===== config.mk =====
export PLATFORM = sky130hd
export DESIGN_NAME = dcache_controller
export DESIGN_NICKNAME = d
export VERILOG_FILES = /design/src/rtl/dcache_controller.sv
export SDC_FILE = /design/constraint.sdc
export NUM_CORES = 2
export LEC_CHECK = 0
export BUFFER_PORTS_ARGS = -buffer_cell sky130_fd_sc_hd__buf_4
export CELL_PAD_IN_SITES_DETAIL_PLACEMENT = 1
export CELL_PAD_IN_SITES_GLOBAL_PLACEMENT = 1
export CORE_AREA = 2 2 687 689
export CTS_BUF_LIST = sky130_fd_sc_hd__clkbuf_16
export DETAILED_ROUTE_END_ITERATION = 12
export DIE_AREA = 0 0 689 691
export GPL_ROUTABILITY_DRIVEN = 0
export GPL_TIMING_DRIVEN = 0
export PLACE_DENSITY = 0.58
export SETUP_SLACK_MARGIN = 0.5
export SYNTH_ARGS = -nofsm -noshare
export SYNTH_HDL_FRONTEND = slang
export SYNTH_MEMORY_MAX_BITS = 65536
export SYNTH_SLANG_ARGS = --single-unit

===== constraint.sdc =====
create_clock -name clk_i -period 7.3 [get_ports clk_i]
set_input_delay 1.095 -clock clk_i [delete_from_list [all_inputs] [get_ports clk_i]]
set_output_delay 1.095 -clock clk_i [all_outputs]
set_load 0.01 [all_outputs]

===== src/rtl/dcache_controller.sv =====
`default_nettype none
// ============================================================================
//  Module   : dcache_controller
//  Purpose  : Direct-mapped, write-back, write-allocate data cache for the
//             MEM stage. Each line holds valid, dirty, tag and LINE_BITS of
//             data. A miss stalls the pipeline while the line is filled. A
//             dirty victim is written back first. The memory side is a
//             line-wide request/ack handshake.
//  Ports    : clk_i, rst_i (async, active-low)
//             cpu_MemRead_i / cpu_MemWrite_i / cpu_addr_i / cpu_data_i : access
//             cpu_data_o / cpu_stall_o : load data and pipeline stall
//             mem_enable_o / mem_write_o / mem_addr_o / mem_data_o : request
//             mem_data_i / mem_ack_i : fill data and completion pulse
//  Revision : 1.0 - initial release
// ============================================================================
module dcache_controller #(
    parameter int LINES     = 16,
    parameter int LINE_BITS = 256
) (
    input  logic                 clk_i,
    input  logic                 rst_i,
    input  logic                 cpu_MemRead_i,
    input  logic                 cpu_MemWrite_i,
    input  logic [31:0]          cpu_addr_i,
    input  logic [31:0]          cpu_data_i,
    output logic [31:0]          cpu_data_o,
    output logic                 cpu_stall_o,
    output logic                 mem_enable_o,
    output logic                 mem_write_o,
    output logic [31:0]          mem_addr_o,
    output logic [LINE_BITS-1:0] mem_data_o,
    input  logic [LINE_BITS-1:0] mem_data_i,
    input  logic                 mem_ack_i
);

    localparam int c_IDX_W  = $clog2(LINES);
    localparam int c_OFF_W  = $clog2(LINE_BITS / 8);
    localparam int c_WORD_W = $clog2(LINE_BITS / 32);
    localparam int c_TAG_W  = 32 - c_IDX_W - c_OFF_W;

    typedef enum logic [2:0] {
        S_IDLE       = 3'd0,
        S_MISS       = 3'd1,
        S_WRITEBACK  = 3'd2,
        S_READMISS   = 3'd3,
        S_READMISSOK = 3'd4
    } state_t;

    state_t                 r_state;
    logic [LINES-1:0]       r_valid;
    logic [LINES-1:0]       r_dirty;
    logic [c_TAG_W-1:0]     r_tag  [LINES];
    logic [LINE_BITS-1:0]   r_data [LINES];

    logic                   r_mem_enable;
    logic                   r_mem_write;
    logic [31:0]            r_mem_addr;
    logic [LINE_BITS-1:0]   r_mem_data;

    logic [c_IDX_W-1:0]     w_index;
    logic [c_TAG_W-1:0]     w_tag;
    logic [c_WORD_W-1:0]    w_word;
    logic [LINE_BITS-1:0]   w_line;
    logic                   w_req;
    logic                   w_hit;
    logic                   w_store_hit;
    logic                   w_unused;

    assign w_index     = cpu_addr_i[c_OFF_W +: c_IDX_W];
    assign w_tag       = cpu_addr_i[31 -: c_TAG_W];
    assign w_word      = cpu_addr_i[2 +: c_WORD_W];
    assign w_line      = r_data[w_index];
    assign w_req       = cpu_MemRead_i | cpu_MemWrite_i;
    assign w_hit       = r_valid[w_index] && (r_tag[w_index] == w_tag);
    assign w_store_hit = cpu_MemWrite_i && w_hit;
    // Byte offset within a word is irrelevant for word accesses.
    assign w_unused    = &{1'b0, cpu_addr_i[1:0]};

    assign cpu_stall_o = w_req && !w_hit;
    assign cpu_data_o  = (cpu_MemRead_i && w_hit) ? w_line[w_word*32 +: 32] : 32'h0;

    assign mem_enable_o = r_mem_enable;
    assign mem_write_o  = r_mem_write;
    assign mem_addr_o   = r_mem_addr;
    assign mem_data_o   = r_mem_data;

    // Control state, valid/dirty bits and registered memory request.
    always_ff @(posedge clk_i or negedge rst_i) begin
        if (!rst_i) begin
            r_state      <= S_IDLE;
            r_valid      <= '0;
            r_dirty      <= '0;
            r_mem_enable <= 1'b0;
            r_mem_write  <= 1'b0;
            r_mem_addr   <= 32'h0;
            r_mem_data   <= '0;
        end else begin
            if (w_store_hit) begin
                r_dirty[w_index] <= 1'b1;
            end
            case (r_state)
                S_IDLE: begin
                    if (w_req && !w_hit) begin
                        r_state <= S_MISS;
                    end
                end
                S_MISS: begin
                    r_mem_enable <= 1'b1;
                    if (r_valid[w_index] && r_dirty[w_index]) begin
                        r_mem_write <= 1'b1;
                        r_mem_addr  <= {r_tag[w_index], w_index, {c_OFF_W{1'b0}}};
                        r_mem_data  <= w_line;
                        r_state     <= S_WRITEBACK;
                    end else begin
                        r_mem_write <= 1'b0;
                        r_mem_addr  <= {w_tag, w_index, {c_OFF_W{1'b0}}};
                        r_state     <= S_READMISS;
                    end
                end
                S_WRITEBACK: begin
                    // Enable stays high; the request turns straight into the fetch.
                    if (mem_ack_i) begin
                        r_dirty[w_index] <= 1'b0;
                        r_mem_write      <= 1'b0;
                        r_mem_addr       <= {w_tag, w_index, {c_OFF_W{1'b0}}};
                        r_state          <= S_READMISS;
                    end
                end
                S_READMISS: begin
                    if (mem_ack_i) begin
                        r_valid[w_index] <= 1'b1;
                        r_dirty[w_index] <= 1'b0;
                        r_mem_enable     <= 1'b0;
                        r_state          <= S_READMISSOK;
                    end
                end
                S_READMISSOK: begin
                    // Request hits this cycle; a pending store merges via the hit path.
                    r_state <= S_IDLE;
                end
                default: begin
                    r_state <= S_IDLE;
                end
            endcase
        end
    end

    // Tag and data arrays carry no reset; the valid bits qualify them.
    always_ff @(posedge clk_i) begin
        if (r_state == S_READMISS && mem_ack_i) begin
            r_data[w_index] <= mem_data_i;
            r_tag[w_index]  <= w_tag;
        end else if (w_store_hit) begin
            r_data[w_index][w_word*32 +: 32] <= cpu_data_i;
        end
    end

endmodule
`default_nettype wire


==> run metrics <==
mapped cell area=0.1869 mm^2; most area-consuming cells after synthesis=sky130_fd_sc_hd__edfxtp_1, sky130_fd_sc_hd__mux4_2, sky130_fd_sc_hd__dfrtp_1, sky130_fd_sc_hd__mux2_2, sky130_fd_sc_hd__clkbuf_1; number of clock sinks seen by CTS=4784; actual transition at the worst max-transition pin=1447 ps; average cell area after synthesis=23.28 um^2; Clock Skew=47.53 ps; number of antenna violations at the first check in global routing=152; maximum clock path buffer count=4; worst min-delay path category=in2reg; post-DP HPWL=512900 um; total number of yosys warnings=0; number of remaining DRC errors=0; placed instance area=0.2069 mm^2; Wirelength per Cell=43.55 um; gate count after technology mapping=8028; number of fill cells in the layout=41630; setup slack after placement=-2516 ps; Final ANT Viol Nets=0; crit path time final=6891 ps; full die area=0.4761 mm^2; crit share post-route=94.39%; peak per-stage delay on the critical path=660 ps; grt ovf=0; run status=completed; slowest cell on the critical path=sky130_fd_sc_hd__a21oi_2; global-route wire length before repair=927200 um; cell-by-cell trace of the critical path=buf_4, clkbuf_2, clkbuf_2, clkbuf_2, buf_12, clkbuf_2, buf_12, clkbuf_2, mux4_2, mux4_2, nand2_1, a21oi_2, buf_4; Max-Slew Margin vs Limit=3.516%; sequential share of the synthesized area=76.00%; timing-limited maximum frequency=145.1 MHz; Ports=648; detailed-route vias per instance=6.144; count of nets after finishing=9820; IO Port Bufs=637; register clock-pin slew on the reported worst setup and hold paths=60 ps; clock tree from TritonCTS=yes; level count of the clock H-tree=6; Post-Route WL=707700 um; Horiz. Die Dim=689 um; library cell occupying the most area in the post-synthesis netlist=sky130_fd_sc_hd__edfxtp_1; Syn-to-layout area delta=20.80%; most numerous cell in the Yosys netlist=sky130_fd_sc_hd__edfxtp_1; final setup TNS=0 ps; CTS Buf Count=519; maximum resistive drop on vdd=259.8 uV; via count=99850; total core area=0.4692 mm^2; Post-synth EDFFs=4464; initial cell density of the core=39.84%; count of cell types in the netlist=61; final design utilization=48.12%; vias in the first global route=99130; combined buffer and inverter count along the critical path=9; final count of negative-setup-slack endpoints=0; Pins Over Slew Limit=0; power per cell area=273.6 mW/mm^2; DRC violation total after the first TritonRoute iteration=14900; critical-path maximum fanout=10; Synth top area share=71.72%; Max-cap violations=0; least setup slack across all paths after layout=409.4 ps; Critical Path Source Type=input pin; RSZ-0062 raised after global routing=true; standby leakage power=74.85 nW; Final Hold Violating Endpoints=0; WP data required=6200 ps; CTS Root Buffer Type=sky130_fd_sc_hd__clkbuf_16; cell repeated most along the worst path=sky130_fd_sc_hd__clkbuf_2; data arrival time of the critical path=5800 ps; worst-skew pair later-pin latency=1100 ps; first drt pass iteration count=5; most used flip-flop cell after synthesis=sky130_fd_sc_hd__edfxtp_1; gr usage total=29.35%; kind of end point of the critical path=output port; maximum number of pins on one net before global-route repair=92; CP delay by family, top=buffers and inverters; FP Rows=252; fraction of synthesis flops using an asynchronous set or reset pin=6.689%; critical setup path kind=in2out; height of the chip=691 um; commonest cells in the synthesized netlist=sky130_fd_sc_hd__edfxtp_1, sky130_fd_sc_hd__mux4_2, sky130_fd_sc_hd__mux2_2, sky130_fd_sc_hd__dfrtp_1, sky130_fd_sc_hd__clkbuf_1; post-route standard cell area excluding fillers=0.2258 mm^2; synthesis-stage register bit count=4784; ratio of cells with drive above 1 in the final layout=41.67%
[where the power goes]
| part | switching (W) | leakage, nW | internal, W |
|---|---|---|---|
| Sequential | 0.000148 | 44.6 | 0.0305 |
| Clock | 0.0112 | 8.55 | 0.0145 |
| Combinational | 0.00373 | 21.8 | 0.00173 |
[worst paths after layout]
check                                        from  slack [ps]  depth (start not counted)                         end
max                                 cpu_addr_i[7]         410                         13              cpu_data_o[31]
min                                     mem_ack_i         360                          4      r_state[1]$_DFFE_PN0P_
max reg2reg                r_state[1]$_DFFE_PN0P_         690                         13    r_data[14][42]$_DFFE_PP_
min reg2reg                r_valid[2]$_DFFE_PN0P_         460                          1      r_valid[2]$_DFFE_PN0P_
max in group asynchronous                   rst_i        4600                          5   mem_addr_o[6]$_DFFE_PN0P_
min in group asynchronous                   rst_i         570                          2  mem_data_o[43]$_DFFE_PN0P_
[metal layers]
layer	wire (um)	share of wire, %	track usage, %	up-vias
met4	37170	5.3	14.41	48
met3	85500	12	10.00	1150
met5	706	0.10	0.9901	-
met1	261800	37	38.44	54940
li1	-	-	-	37270
met2	322500	46	43.81	6437
[area by class of cell]
| class | count | area (um^2) | area share (%) |
|---|---|---|---|
| Sequential cell | 4784 | 142100 | 62.92 |
| Inverter | 17 | 63.81 | 0.02826 |
| Buffer | 478 | 3172 | 1.405 |
| Clock inverter | 397 | 2967 | 1.314 |
| Tap cell | 6223 | 7786 | 3.448 |
| Antenna cell | 128 | 320.3 | 0.1419 |
| Multi-Input combinational cell | 2752 | 44810 | 19.84 |
| Timing Repair Buffer | 938 | 11230 | 4.972 |
| Clock buffer | 535 | 13390 | 5.929 |
[what timing repair did]
action / 4_1_cts / 5_1_grt
buffers inserted: 21 / 37
endpoints found under the setup margin: 6226 / 705
hold endpoints to repair: 29 / 0
hold buffers: 1 / 0
pin swaps: 7 / 15
gates resized for setup: 767 / 50
[worst reg2reg max path: cells and delay by family, from the launching register on]
| kind | cells | cell delay (ps) |
|---|---|---|
| buf+inv | 7 | 3290 |
| simple gates | 5 | 2460 |
| compound gates | 1 | 250 |
| flops | 1 | 330 |
[stage by stage]
step	cells	power [W]	hold WS (ps)
5_1_grt	16170	0.06305	352.6
3_5_place_dp	15130	0.03647	449.5
2_1_floorplan	8032	0.03341	433.7
3_3_place_gp	14890	0.03606	445.5
4_1_cts	16090	0.06187	278.6
6_report	16250	0.06178	360.5
[registers in the layout (all words and copies together), names as in the netlist]
signal / count
mem_enable_o: 1
r_dirty: 16
mem_data_o: 256
r_tag: 368
r_state: 3
r_valid: 16
mem_write_o: 1
r_data: 4096
mem_addr_o: 27
[cells by family after synthesis]
family | count (synthesis) | share of synthesized area [%]
compound gates | 305 | 0.9553
xor+xnor | 21 | 0.09840
fa+ha+maj | 5 | 0.03347
buf+inv | 496 | 1.072
flops | 4784 | 76.00
mux | 2038 | 20.84
other cells | 1 | 0.002006
simple gates | 378 | 0.9961
[cells in the final DEF (no fill, tap or decap), types with 114 or more instances in the layout]
| master | count |
|---|---|
| sky130_fd_sc_hd__a21oi_4 | 159 |
| sky130_fd_sc_hd__buf_12 | 151 |
| sky130_fd_sc_hd__buf_16 | 114 |
| sky130_fd_sc_hd__buf_4 | 738 |
| sky130_fd_sc_hd__clkbuf_16 | 537 |
| sky130_fd_sc_hd__dfrtp_1 | 320 |
| sky130_fd_sc_hd__diode_2 | 128 |
| sky130_fd_sc_hd__edfxtp_1 | 4464 |
| sky130_fd_sc_hd__inv_1 | 152 |
| sky130_fd_sc_hd__mux2_2 | 488 |
| sky130_fd_sc_hd__mux4_2 | 1430 |
| sky130_fd_sc_hd__nand2_1 | 138 |
No activity file was read; power rests on OpenSTA's default activity.
